`src/rtl/uart_tx.sv`:
```
// uart_tx: serial transmitter for an 8N1 UART frame, with optional even parity (8E1).
//   Owns its baud counter: each bit is held for DIV = (mhz*1e6)/baud clock cycles.
//   Build option: define UART_TX_PARITY_EN to insert an even-parity bit before the stop bit.
// Ports:
//   clk      in   1  system clock, rising edge
//   rst      in   1  synchronous active-high reset
//   tx_vld   in   1  one-cycle send request, tx_data valid
//   tx_data  in   8  byte to send, taken when tx_vld=1 and txrdy=1
//   tx       out  1  serial line, idle high, driven from a flop
//   txrdy    out  1  1 = idle, next tx_vld accepted
//   tx_ovr   out  1  one-cycle pulse: tx_vld while busy, byte dropped
module uart_tx #(
  parameter int unsigned baud = 115200,
  parameter int unsigned mhz  = 25
) (
  input  logic       clk,
  input  logic       rst,
  input  logic       tx_vld,
  input  logic [7:0] tx_data,
  output logic       tx,
  output logic       txrdy,
  output logic       tx_ovr
);

  localparam int unsigned DIV    = (mhz * 1000000) / baud;
  localparam int unsigned CntW   = (DIV > 1) ? $clog2(DIV) : 1;
  localparam logic [CntW-1:0] CntMax = CntW'(DIV - 1);

  typedef enum logic [2:0] {
    StIdle,
    StStart,
    StData,
`ifdef UART_TX_PARITY_EN
    StParity,
`endif
    StStop
  } state_e;

  state_e          state_q, state_d;
  logic [CntW-1:0] cnt_q, cnt_d;
  logic [2:0]      bit_q, bit_d;
  logic [7:0]      shift_q, shift_d;
  logic            tx_q, tx_d;
  logic            ovr_q, ovr_d;
`ifdef UART_TX_PARITY_EN
  logic            par_q, par_d;
`endif

  logic bit_end;
  assign bit_end = (cnt_q == CntMax);

  // tx_d is the line value for the state being entered, so tx changes on the same
  // edge as the state and stays glitch-free from a flop.
  always_comb begin
    state_d = state_q;
    cnt_d   = cnt_q;
    bit_d   = bit_q;
    shift_d = shift_q;
    tx_d    = tx_q;
    ovr_d   = tx_vld && (state_q != StIdle);
`ifdef UART_TX_PARITY_EN
    par_d   = par_q;
`endif
    case (state_q)
      StIdle: begin
        tx_d = 1'b1;
        if (tx_vld) begin
          state_d = StStart;
          shift_d = tx_data;
          cnt_d   = '0;
          bit_d   = '0;
          tx_d    = 1'b0;
`ifdef UART_TX_PARITY_EN
          par_d   = ^tx_data;
`endif
        end
      end
      StStart: begin
        if (bit_end) begin
          state_d = StData;
          cnt_d   = '0;
          tx_d    = shift_q[0];
        end else begin
          cnt_d = cnt_q + 1'b1;
        end
      end
      StData: begin
        if (bit_end) begin
          cnt_d = '0;
          if (bit_q == 3'd7) begin
            bit_d = '0;
`ifdef UART_TX_PARITY_EN
            state_d = StParity;
            tx_d    = par_q;
`else
            state_d = StStop;
            tx_d    = 1'b1;
`endif
          end else begin
            bit_d   = bit_q + 3'd1;
            shift_d = shift_q >> 1;
            tx_d    = shift_q[1];
          end
        end else begin
          cnt_d = cnt_q + 1'b1;
        end
      end
`ifdef UART_TX_PARITY_EN
      StParity: begin
        if (bit_end) begin
          state_d = StStop;
          cnt_d   = '0;
          tx_d    = 1'b1;
        end else begin
          cnt_d = cnt_q + 1'b1;
        end
      end
`endif
      StStop: begin
        if (bit_end) begin
          state_d = StIdle;
          cnt_d   = '0;
          tx_d    = 1'b1;
        end else begin
          cnt_d = cnt_q + 1'b1;
        end
      end
      default: begin
        state_d = StIdle;
        cnt_d   = '0;
        bit_d   = '0;
        tx_d    = 1'b1;
      end
    endcase
  end

  always_ff @(posedge clk) begin
    if (rst) begin
      state_q <= StIdle;
      cnt_q   <= '0;
      bit_q   <= '0;
      shift_q <= '0;
      tx_q    <= 1'b1;
      ovr_q   <= 1'b0;
`ifdef UART_TX_PARITY_EN
      par_q   <= 1'b0;
`endif
    end else begin
      state_q <= state_d;
      cnt_q   <= cnt_d;
      bit_q   <= bit_d;
      shift_q <= shift_d;
      tx_q    <= tx_d;
      ovr_q   <= ovr_d;
`ifdef UART_TX_PARITY_EN
      par_q   <= par_d;
`endif
    end
  end

  assign tx     = tx_q;
  assign txrdy  = (state_q == StIdle);
  assign tx_ovr = ovr_q;

endmodule
```
`config.mk`:
```
export PLATFORM = sky130hd
export DESIGN_NAME = uart_tx
export DESIGN_NICKNAME = d
export VERILOG_FILES = /design/src/rtl/uart_tx.sv
export SDC_FILE = /design/constraint.sdc
export NUM_CORES = 1
export LEC_CHECK = 0
export CORE_ASPECT_RATIO = 2
export CORE_UTILIZATION = 45
export DETAILED_ROUTE_END_ITERATION = 10
export GPL_TIMING_DRIVEN = 0
export HOLD_SLACK_MARGIN = 0.02
export PLACE_DENSITY = 0.71
export RECOVER_POWER = 100
export SLEW_MARGIN = 0
export SYNTH_ARGS = -nofsm -noshare
export SYNTH_HDL_FRONTEND = slang
export SYNTH_SLANG_ARGS = --single-unit
```
`constraint.sdc`:
```
create_clock -name clk -period 1.7 [get_ports clk]
set_clock_uncertainty 0.05 [all_clocks]
set_input_delay 0.425 -clock clk [delete_from_list [all_inputs] [get_ports clk]]
set_output_delay 0.425 -clock clk [all_outputs]
set_load 0.01 [all_outputs]
```
==> impl_results.md, run 1 <==
- Outcome: complete, but fails checks
- Failing checks: setup timing
- Synth area leader: dfxtp_1
- Flop2flop setup slack: -0.13 ns
- Worst endpoint required time: between 1.5 and 2 ns
- Drt first pass iters: 4
- Nets: approximately 190
- Top-level I/O count: 14
- Final hold viol count: 0
- Gr usage total: 0.222
- Syn Area/Cell: 9.27 µm²
- Post-synth top flop: dfxtp_1
- Antenna violations before repair: 0
- P_leak: approximately 0.00062 µW
- Die width: 39.7 µm
- Post-route DRC violation count: 0
- Ys Warns: 0
- Via Count: between 1000 and 1500
- Filler instances: between 200 and 250
- Worst Tran Pin Value: 0.504 ns
- Pin count of the biggest net entering global routing: 13
- Die Y: a little under 80 µm
- Final worst path period share: 1.08
- PwrDens: between 1500 and 2000 mW/mm²
- Synth area leaders: dfxtp_1 36%, ha_1 11%, mux2i_1 7.8%
- DRT antenna net count: 0
- Yosys top cell area share: 0.360
- Num rows: 27
- Starting Density: 0.467
- Number of max-cap violations: 0
- Asr flop ratio synth: 0
- Syn_nets: 160
- Final Util: 0.599
- Commonest cells post-synth: 23 x dfxtp_1, 12 x a21oi_1, 11 x ha_1
- Post-synth EDFFs: 0
- Mapped Area: between 0.001 and 0.0015 mm²
- VDD IR max: ~0.9 mV
- Die area: just over 0.003 mm²
- Clock transition at path regs: 0.08 ns
- Root buffer cell: clkbuf_8
- Setup violators final: 6
- Core area: 0.00274 mm²
- Critical path arrival: approximately 2.0 ns
- P&R area growth vs syn: 28.1%
- First-pass GRT wire length: 4890 µm
- IO Port Bufs: 12
- Hold_buf cts: 0
- Kind of critical path: flop to flop
- CTS tree: built
- Avg WL per Cell: 16.1 µm
- CP max-delay cell: or4_4
- Min Clock Period, post-route: between 1.5 and 2 ns
- Crit path cell chain: inv_4 -> ha_4 -> nor2b_4 -> or3_4 -> or4_4 -> a21oi_2
- WP buf/inv: 1
- Crit-path max FO: 4
- GR Overflow Total: 0
- H-tree Lvls: 1
- WL final: about 3100 µm
- Via/cell ratio: 5.85
- Iter 0 DRT Violations: 29
- Pins Over Slew Limit: 0
- Slew margin rel.: 0.664
- Clock sinks: 23
- RSZ-0062 raised after global routing: true
- Synth cell types: 39
- Crit-path leading delay family: simple AND/OR/NAND/NOR gates
- Post-DP HPWL: around 2200 µm
- TritonCTS buffer count: 3
- CP Capture Type: flop
- Final WS setup: -0.134 ns
- Layout cells sized above 1: 0.241
- #FFs+latches synth: 23
- Crit-path max cell delay: 0.49 ns
- Achievable Freq: roughly 0.55 GHz
- Critical path launch point type: flop
- Clock Latency Late Sink: approximately 0.26 ns
- Critical path depth: 6
- Hold depth: 2
- Register area share after synthesis: 0.360
- Clock Tree Buf Depth: 2
- R2r worst-path depth: 6
- ANT cells: 0
- Dpl ws: -0.562 ns
- Global placement routability congestion: approximately 0.79
- Top-count cell post-synth: dfxtp_1
- Mapped Cells: approximately 140
- Hold Crit Class: flop to flop
- Vias in the first global route: 1139
-- routing by layer --
layer / part of all wire / track usage / up-vias
li1: - / - / 553
met5: 0 / 0 / -
met3: 0.019 / 0.0257 / 10
met1: 0.35 / 0.219 / 532
met2: 0.58 / 0.398 / 23
met4: 0.044 / 0.128 / 0
-- power breakdown --
part / total, µW / internal [µW] / switching, µW
sequential: 767 / 675 / 92.3
clock: 346 / 167 / 179
combinational: 1490 / 738 / 753
total: 2600 / 1580 / 1020
-- stage by stage --
| step | cells | cell area [µm²] | power (µW) | setup TNS, ns | hold slack (ns) |
|---|---|---|---|---|---|
| floorplan | 138 | 1300 | 1620 | -0.0515 | 0.415 |
| global placement | 179 | 1450 | 1870 | -8.39 | 0.412 |
| detailed placement | 179 | 1450 | 1930 | -8.93 | 0.438 |
| CTS | 188 | 1570 | 2420 | -0.516 | 0.459 |
| global route | 191 | 1640 | 2750 | -1.00 | 0.469 |
| finish | 191 | 1640 | 2600 | -0.324 | 0.455 |
-- cells in the final DEF (no fill, tap or decap), drive strengths merged, types with 2 or more instances in the layout --
cell type	instances
mux2i	10
a31o	2
buf	13
nor2b	2
nand4b	2
a311oi	7
or4	2
nor2	8
or3	3
a21oi	12
xnor2	2
dfxtp	23
inv	6
ha	11
nand2	9
nor4	4
xor2	4
o21ai	2
nand4	3
nand2b	3
and3	2
clkbuf	7
clkdlybuf4s50	10
-- final cells by class --
type	count	area, µm²	share of cell area
plain buffers	6	36.3	0.0222
inverters	6	27.5	0.0168
flip-flops and latches	23	468	0.286
clock buffers	4	45.0	0.0275
multi-input cells	102	840	0.513
well taps	29	36.3	0.0222
repair buffers	21	185	0.113
-- worst register-to-register path, delay by kind of cell, from the launching register on --
| kind | cells | cell delay [ns] |
|---|---|---|
| and+or+nand+nor | 3 | 0.98 |
| buffers and inverters | 1 | 0.05 |
| AOI/OAI and AO/OA | 1 | 0.14 |
| DFF | 1 | 0.38 |
| adders and majority gates | 1 | 0.17 |
-- flip-flops by register name (all words and copies together) (netlist names) --
name     count
cnt_q        8
tx_ovr       1
state_q      2
tx           1
shift_q      8
bit_q        3
-- what timing repair did --
action,in CTS,in global routing
resized for setup,16,13
setup endpoints to repair,20,20
pin swaps,3,3
buffers inserted,6,3
cloned,0,0
-- kinds of logic after synthesis --
logic type / share of synthesized area
simple gates: 0.203
compound gates: 0.168
flops: 0.360
buf+inv: 0.0421
fa+ha+maj: 0.108
mux: 0.0783
xor+xnor: 0.0411
-- worst paths after layout --
path | startpoint | endpoint
max | state_q[1]$_SDFFE_PP0P_ | bit_q[0]$_SDFFE_PP0P_
max reg2reg | state_q[1]$_SDFFE_PP0P_ | bit_q[0]$_SDFFE_PP0P_
min | tx$_SDFFE_PP1P_ | tx$_SDFFE_PP1P_
min reg2reg | tx$_SDFFE_PP1P_ | tx$_SDFFE_PP1P_
(Power assumes the default switching activity.)
==> run 2: changes to the inputs <==
- SKIP_LAST_GASP: not set -> 1
==> run 2 against run 1 <==
  * The flow still finishes with violations (setup timing)
  * Count of clock-buffer cells in the layout unchanged
  * Final area unchanged
  * Setup slack lost 0.0014 ns
  * Critical endpoint unchanged
  * Highest routed layer unchanged
==> impl_results.md, run 2 (synthesis results as in run 1) <==
- Outcome: complete, but fails checks
- Failing checks: setup timing
- RSZ-0062 raised after global routing: true
- Nets: 185 (unchanged)
- Iter 0 DRT Violations: 30 (+3.4%)
- Clock transition at path regs: 0.08 ns (about the same)
- Gr usage total: 0.221 (-0.00109)
- Via Count: 1125 (+0.63%)
- Num rows: 27 (unchanged)
- Worst Tran Pin Value: 0.504 ns (+0.000108 ns)
- Final Util: 0.599 (unchanged)
- Worst endpoint required time: 1.85 ns (about the same)
- Post-route DRC violation count: 0 (unchanged)
- Antenna violations before repair: 0 (unchanged)
- IO Port Bufs: 12 (unchanged)
- WL final: 3090 µm (about the same)
- Pins Over Slew Limit: 0 (unchanged)
- Hold Slack: 0.455 ns (-0.000905 ns)
- Die width: 39.7 µm (unchanged)
- Final hold viol count: 0 (unchanged)
- CP Capture Type: flop
- Setup violators final: 6 (unchanged)
- Pin count of the biggest net entering global routing: 13 (unchanged)
- Vias in the first global route: 1133 (-0.53%)
- ANT cells: 0 (unchanged)
- Hold_buf cts: 0 (unchanged)
- Clock Tree Buf Depth: 2 (unchanged)
- Total negative slack: -0.340 ns (-0.0156 ns)
- PwrDens: 1590 mW/mm² (about the same)
- GR Overflow Total: 0 (unchanged)
- Hold Crit Class: flop to flop
- Via/cell ratio: 5.89 (+0.63%)
- Layout cells sized above 1: 0.241 (unchanged)
- Worst hold endpoint: tx$_SDFFE_PP1P_
- Drt first pass iters: 4 (unchanged)
- Critical path arrival: 1.98 ns (about the same)
- FF-to-FF End: bit_q[0]$_SDFFE_PP0P_
- Core area: 0.00274 mm² (unchanged)
- R2r worst-path depth: 6 (unchanged)
- VDD IR max: 0.900 mV (-0.36%)
- Kind of critical path: flop to flop
- Flop2flop setup slack: -0.14 ns (about the same)
- Min Clock Period, post-route: 1.84 ns (+0.00136 ns)
- Crit-path max cell delay: 0.49 ns (about the same)
- Crit path cell chain: inv_4 -> ha_4 -> nor2b_4 -> or3_4 -> or4_4 -> a21oi_2
- Clock Latency Late Sink: 0.26 ns (about the same)
- First-pass GRT wire length: 4860 µm (-0.57%)
- Final worst path period share: 1.08 (about the same)
- P&R area growth vs syn: 28.1% (unchanged)
- H-tree Lvls: 1 (unchanged)
- Clock sinks: 23 (unchanged)
- Top-level I/O count: 14 (unchanged)
- Critical path launch point type: flop
- Global placement routability congestion: 0.786 (unchanged)
- CTS tree: built
- Reg-to-Reg Start: state_q[1]$_SDFFE_PP0P_
- CP max-delay cell: or4_4
- Achievable Freq: 0.545 GHz (about the same)
- Hold depth: 2 (unchanged)
- Largest regs: cnt_q: 8 flops, shift_q: 8 flops, bit_q: 3 flops
- Post-DP HPWL: 2180 µm (unchanged)
- TritonCTS buffer count: 3 (unchanged)
- Starting Density: 0.467 (unchanged)
- Die Y: 77.4 µm (unchanged)
- Most frequent cells in the layout: 21 x dfxtp_1, 10 x mux2i_1, 10 x a21oi_1, 10 x clkdlybuf4s50_1
- Root buffer cell: clkbuf_8
- Number of max-cap violations: 0 (unchanged)
- Avg WL per Cell: 16.2 µm (about the same)
- Slew margin rel.: 0.664 (about the same)
- Hold Crit Start: tx$_SDFFE_PP1P_
- Final WS setup: -0.136 ns (-0.00136 ns)
- Crit-path max FO: 4 (unchanged)
- Die area: 0.00307 mm² (unchanged)
- DRT antenna net count: 0 (unchanged)
- P_leak: 0.000617 µW (+0.13%)
- Most common cell after layout, fill and taps aside: dfxtp_1
[run 2: cell count changes in the layout (fill, tap and decap cells not counted), sizes merged]
cell	previous run	this run
clkbuf	7	8
buf	13	12
[run 2: metrics by stage]
stage	power, µW	std cells	area, µm²	setup slack [ns]
detailed placement	1930	179	1450	-0.562
finish	2610	191	1640	-0.136
CTS	2430	188	1570	-0.123
floorplan	1620	138	1300	-0.0515
global route	2750	191	1640	-0.157
global placement	1870	179	1450	-0.488
[run 2: where the power goes]
| part | total, µW | internal [µW] | switching, µW |
|---|---|---|---|
| registers | 767 | 675 | 92.2 |
| logic | 1490 | 738 | 756 |
| clock network | 345 | 167 | 178 |
[run 2: layer usage]
layer / up-vias / part of all wire / track usage
li1: 553 / - / -
met1: 543 / 0.35 / 0.217
met2: 21 / 0.59 / 0.397
met3: 8 / 0.018 / 0.0257
met4: 0 / 0.039 / 0.128
met5: - / 0 / 0
[run 2: final cells by class]
cell class              count  area (µm²)
well taps                  29        36.3
repair buffers             21         185
fillers                   246        1100
inverters                   6        27.5
multi-input cells         102         840
clock buffers               4        45.0
plain buffers               6        36.3
flip-flops and latches     23         468
[run 2: worst max-delay path by stage]
stage,slack [ns],cells past startpoint,from,endpoint
after floorplan,-0.05,6,state_q[1]$_SDFFE_PP0P_,bit_q[0]$_SDFFE_PP0P_
after global placement,-0.49,5,tx_vld,cnt_q[7]$_SDFFE_PP0N_
after detailed placement,-0.56,5,tx_vld,shift_q[5]$_SDFFE_PP0P_
after CTS,-0.12,5,state_q[0]$_SDFFE_PP0P_,bit_q[0]$_SDFFE_PP0P_
after global routing,-0.16,6,state_q[1]$_SDFFE_PP0P_,bit_q[0]$_SDFFE_PP0P_
final,-0.14,6,state_q[1]$_SDFFE_PP0P_,bit_q[0]$_SDFFE_PP0P_
[run 2: critical path, delay by kind of cell, from the launching register on]
family	cells	cell delay, ns
simple gates	3	0.98
flops	1	0.38
fa+ha+maj	1	0.17
compound gates	1	0.14
buf+inv	1	0.05
[run 2: timing repair]
| item | CTS | global route |
|---|---|---|
| pin swaps | 3 | 3 |
| setup buffers | 6 | 3 |
| endpoints found under the setup margin | 20 | 21 |
| endpoints found under the hold margin | 0 | 0 |
| gates resized for setup | 13 | 15 |
| cloned | 0 | 0 |
==> RTL edit 1 (flow settings as in run 2) <==
Take the reset off `shift_q` and load it in a clocked block of its own.
--- a/src/rtl/uart_tx.sv
+++ b/src/rtl/uart_tx.sv
@@ -139,7 +139,6 @@
       state_q <= StIdle;
       cnt_q   <= '0;
       bit_q   <= '0;
-      shift_q <= '0;
       tx_q    <= 1'b1;
       ovr_q   <= 1'b0;
 `ifdef UART_TX_PARITY_EN
@@ -149,7 +148,6 @@
       state_q <= state_d;
       cnt_q   <= cnt_d;
       bit_q   <= bit_d;
-      shift_q <= shift_d;
       tx_q    <= tx_d;
       ovr_q   <= ovr_d;
 `ifdef UART_TX_PARITY_EN
@@ -158,6 +156,10 @@
     end
   end
 
+  always_ff @(posedge clk) begin
+    shift_q <= shift_d;
+  end
+
   assign tx     = tx_q;
   assign txrdy  = (state_q == StIdle);
   assign tx_ovr = ovr_q;
Function: same outputs for any inputs over 10 cycles, from zero or initial values and one cycle with rst high; that may be too few to reach the edited logic, so the function may still have changed.
==> RTL edit 1 against run 2 <==
- the run still ends with setup timing left
- sequential cell count did not move
- critical path depth stayed put
- power grew 4.7%
- via count fell by 8.2%
- area after synthesis is 1.9% lower
- die area is 1.8% lower
- cell area rose by 13%
- core utilization rose by 11 points
- setup slack got worse by 31 ps
- routed wire length rose by 1.8%
- highest routed layer unchanged
==> RTL edit 1: results (changes against run 2) <==
status=complete, but fails checks (unchanged); violated checks=setup timing (unchanged); Switch Pwr=0.000988 W (was 0.00103 W); fin util=71.1% (was 59.9%); placement-stage cell area=0.00146 mm^2 (was 0.00145 mm^2); Hold Worst Slack=458 ps (was 455 ps); DRT Wirelength=3140 um (was 3090 um); Synth area leaders=dfxtp_1 24%, edfxtp_1 19%, ha_1 11% (was dfxtp_1 36%, ha_1 11%, mux2i_1 7.8%); Port Buf Inserts=13 (was 12); # fillers=190 (was 246); Initial DRC Count=25 (was 30); M1 wire length=1140 um (was 1090 um); met2 wire len=1850 um (was 1820 um); GRT met3 Usage=2.89% (was 2.57%); Synth top cells by count=15 x dfxtp_1, 11 x ha_1, 10 x nor2_1, 8 x edfxtp_1, 7 x mux2_2 (was 23 x dfxtp_1, 12 x a21oi_1, 11 x ha_1, 10 x mux2i_1, 9 x nand2_1); syn_nets=140 (was 160); Max VDD drop=0.881 mV (was 0.900 mV); Post-CTS Setup Bufs=11 (was 6); Clk power=0.000354 W (was 0.000345 W); total routing usage reported by global routing=21.7% (was 22.1%); sink of the worst hold path=bit_q[1]$_SDFFE_PP0P_ (was tx$_SDFFE_PP1P_); Slew HR=79.1% (was 66.4%); Seq cells=23 (unchanged); Post-Syn Instances=118 (was 138); vias in the first global route=1078 (was 1133); fraction of area in multi-input gates=45.6% (was 51.3%); Max Fanout on Critical Path=3 (was 4); Setup-failing EPs final=10 (was 6); P_leak=0.699 nW (was 0.617 nW); reg2reg end=state_q[0]$_SDFFE_PP0P_ (was bit_q[0]$_SDFFE_PP0P_); share of cells above drive strength 1=43.0% (was 24.1%); Arr. time, crit path=2000 ps (was 1980 ps); setup TNS=-854 ps (was -340 ps); via/cell ratio=5.55 (was 5.89); row count=26 (was 27); invs w/o clock=4 (was 6); placed cells=159 (was 179); post-CTS resize count=30 (was 13); Post-synth EDFFs=8 (was 0); setup ws final=-167 ps (was -136 ps); sequential-to-total area share from yosys stat=43.1% (was 36.0%)
==> RTL edit 1: cell types whose count changed in the layout (fill, tap and decap cells not counted), sizes merged, moves of 3 or more <==
| cell | change |
|---|---|
| nor4 | -4 |
| clkbuf | -4 |
| a311oi | -7 |
| buf | +15 |
| nand4 | +3 |
| nand2 | -4 |
| mux2 | +7 |
| mux2i | -8 |
| a21oi | -6 |
| dfxtp | -8 |
| edfxtp | +8 |
==> RTL edit 1: kinds of logic (layout without fill, tap and decap cells) <==
| group | Yosys count | after routing | share of synthesized area, % |
|---|---|---|---|
| buffers and inverters | 8 | 48 | 3.79 |
| adders and majority gates | 11 | 11 | 11.0 |
| xor gates and xnor gates | 7 | 7 | 4.89 |
| muxes | 9 | 9 | 7.88 |
| AOI/OAI and AO/OA | 18 | 18 | 9.17 |
| DFF | 23 | 23 | 43.1 |
| and+or+nand+nor | 42 | 42 | 20.2 |
==> RTL edit 2 (settings of run 2) <==
Without the edit above. Add a define of `UART_TX_PARITY_EN`.
--- a/src/rtl/uart_tx.sv
+++ b/src/rtl/uart_tx.sv
@@ -9,6 +9,8 @@
 //   tx       out  1  serial line, idle high, driven from a flop
 //   txrdy    out  1  1 = idle, next tx_vld accepted
 //   tx_ovr   out  1  one-cycle pulse: tx_vld while busy, byte dropped
+`define UART_TX_PARITY_EN
+
 module uart_tx #(
   parameter int unsigned baud = 115200,
   parameter int unsigned mhz  = 25
Formal check against the unedited RTL: no difference found for any inputs over 10 cycles, from zero or initial values and one cycle with rst high; that may be too few to reach the edited logic, so the function may still have changed.
==> RTL edit 2 against run 2 <==
- the flow still finishes with violations (setup timing)
- sequential cell count increased by 2
- routed wire length increased by 0.39%
- cell area increased by 9.1%
- count of clock-buffer cells in the layout unchanged
- area after synthesis increased by 0.39%
- worst hold slack got worse by 44 ps
- core utilization increased by 5.4 points
- setup slack got worse by 280 ps
- critical path type unchanged
Power is not compared: it rests on default switching activity, and its combinational part moved more than twofold at a synthesized area within 25%.
==> RTL edit 2: results (changes against run 2) <==
combinational cell power=0.000363 W; Synth Area in Compound Gates=14.0% (was 16.8%); top cell type's share of synthesized area=39.0% (was 36.0%); status=complete, but fails checks (unchanged); GRT met3 Usage=1.71% (was 2.57%); total routing usage reported by global routing=22.2% (was 22.1%); largest net degree at the start of global routing=14 (was 13); share of cells above drive strength 1=37.9% (was 24.1%); Final Cell Area=0.00179 mm^2 (was 0.00164 mm^2); Post-CTS Setup Bufs=17 (was 6); Netlist cell types=36 (was 39); setup ws final=-419 ps (was -136 ps); Highest Signal Layer=met4 (unchanged); met3 wire len=51 um (was 54 um); Initial DRC Count=29 (was 30); Hold Worst Slack=410 ps (was 455 ps); total power=0.00137 W; pre-CTS setup slack=-852 ps (was -562 ps); met2 wire len=1780 um (was 1820 um); Vias=1150 (was 1125); sequential-to-total area share from yosys stat=39.0% (was 36.0%); sink of the worst hold path=par_q$_SDFFE_PP0P_ (was tx$_SDFFE_PP1P_); violated checks=setup timing (unchanged); Slew HR=58.7% (was 66.4%); M1 wire length=1190 um (was 1090 um); GR met2 Demand/Resource=40.0% (was 39.7%); placement-stage cell area=0.00146 mm^2 (was 0.00145 mm^2); Max Fanout on Critical Path=3 (was 4); Mean Syn Cell Area=8.85 um^2 (was 9.27 um^2); comb_multi_in=107 (was 102); count of plain and timing-repair buffers=36 (was 27); number of cells on the worst reg-to-reg path=7 (was 6); proportion of synthesized area in mux cells=6.34% (was 7.83%); setup TNS=-4590 ps (was -340 ps); area of the multi-input gates=880 um^2 (was 840 um^2); met1 usage=23.8% (was 21.7%); # fillers=216 (was 246); Seq cells=25 (was 23); Synth area leaders=dfxtp_1 39%, nor2_1 7.0%, xnor2_1 6.1% (was dfxtp_1 36%, ha_1 11%, mux2i_1 7.8%); sequential cell area share=28.2% (was 28.6%); post-CTS resize count=40 (was 13); Critical Path Max Stage Delay=520 ps (was 490 ps); Setup-failing EPs final=23 (was 6); P&R area growth vs syn=39.2% (was 28.1%); FF-to-FF Start=cnt_q[0]$_SDFFE_PP0N_ (was state_q[1]$_SDFFE_PP0P_); Yosys Warn Count=0 (unchanged); Synth top cells by count=25 x dfxtp_1, 24 x nor2_1, 12 x nand2_1, 9 x a21oi_1, 9 x xnor2_1 (was 23 x dfxtp_1, 12 x a21oi_1, 11 x ha_1, 10 x mux2i_1, 9 x nand2_1); DRT Wirelength=3100 um (was 3090 um); invs w/o clock=5 (was 6); Data buffer area share=16.9% (was 13.5%); Clock-cell share=2.52% (was 2.75%)
RTL edit 2: cell types whose count changed in the layout (fill, tap and decap cells not counted), sizes merged, moves of 4 or more:
cell,before,now
nor2,8,24
buf,12,22
a211oi,0,7
a311oi,7,0
xnor2,2,9
ha,11,5
nor4,4,0
RTL edit 2: how the worst max path moves through the flow:
stage / startpoint / end / slack, ps / depth (start not counted)
after global routing: cnt_q[0]$_SDFFE_PP0N_ / bit_q[0]$_SDFFE_PP0P_ / -460 / 7
after detailed placement: tx_vld / bit_q[0]$_SDFFE_PP0P_ / -850 / 6
after global placement: tx_vld / bit_q[0]$_SDFFE_PP0P_ / -790 / 6
after floorplan: cnt_q[0]$_SDFFE_PP0N_ / bit_q[0]$_SDFFE_PP0P_ / -400 / 8
final: cnt_q[0]$_SDFFE_PP0N_ / bit_q[0]$_SDFFE_PP0P_ / -420 / 7
after CTS: cnt_q[0]$_SDFFE_PP0N_ / bit_q[0]$_SDFFE_PP0P_ / -440 / 7
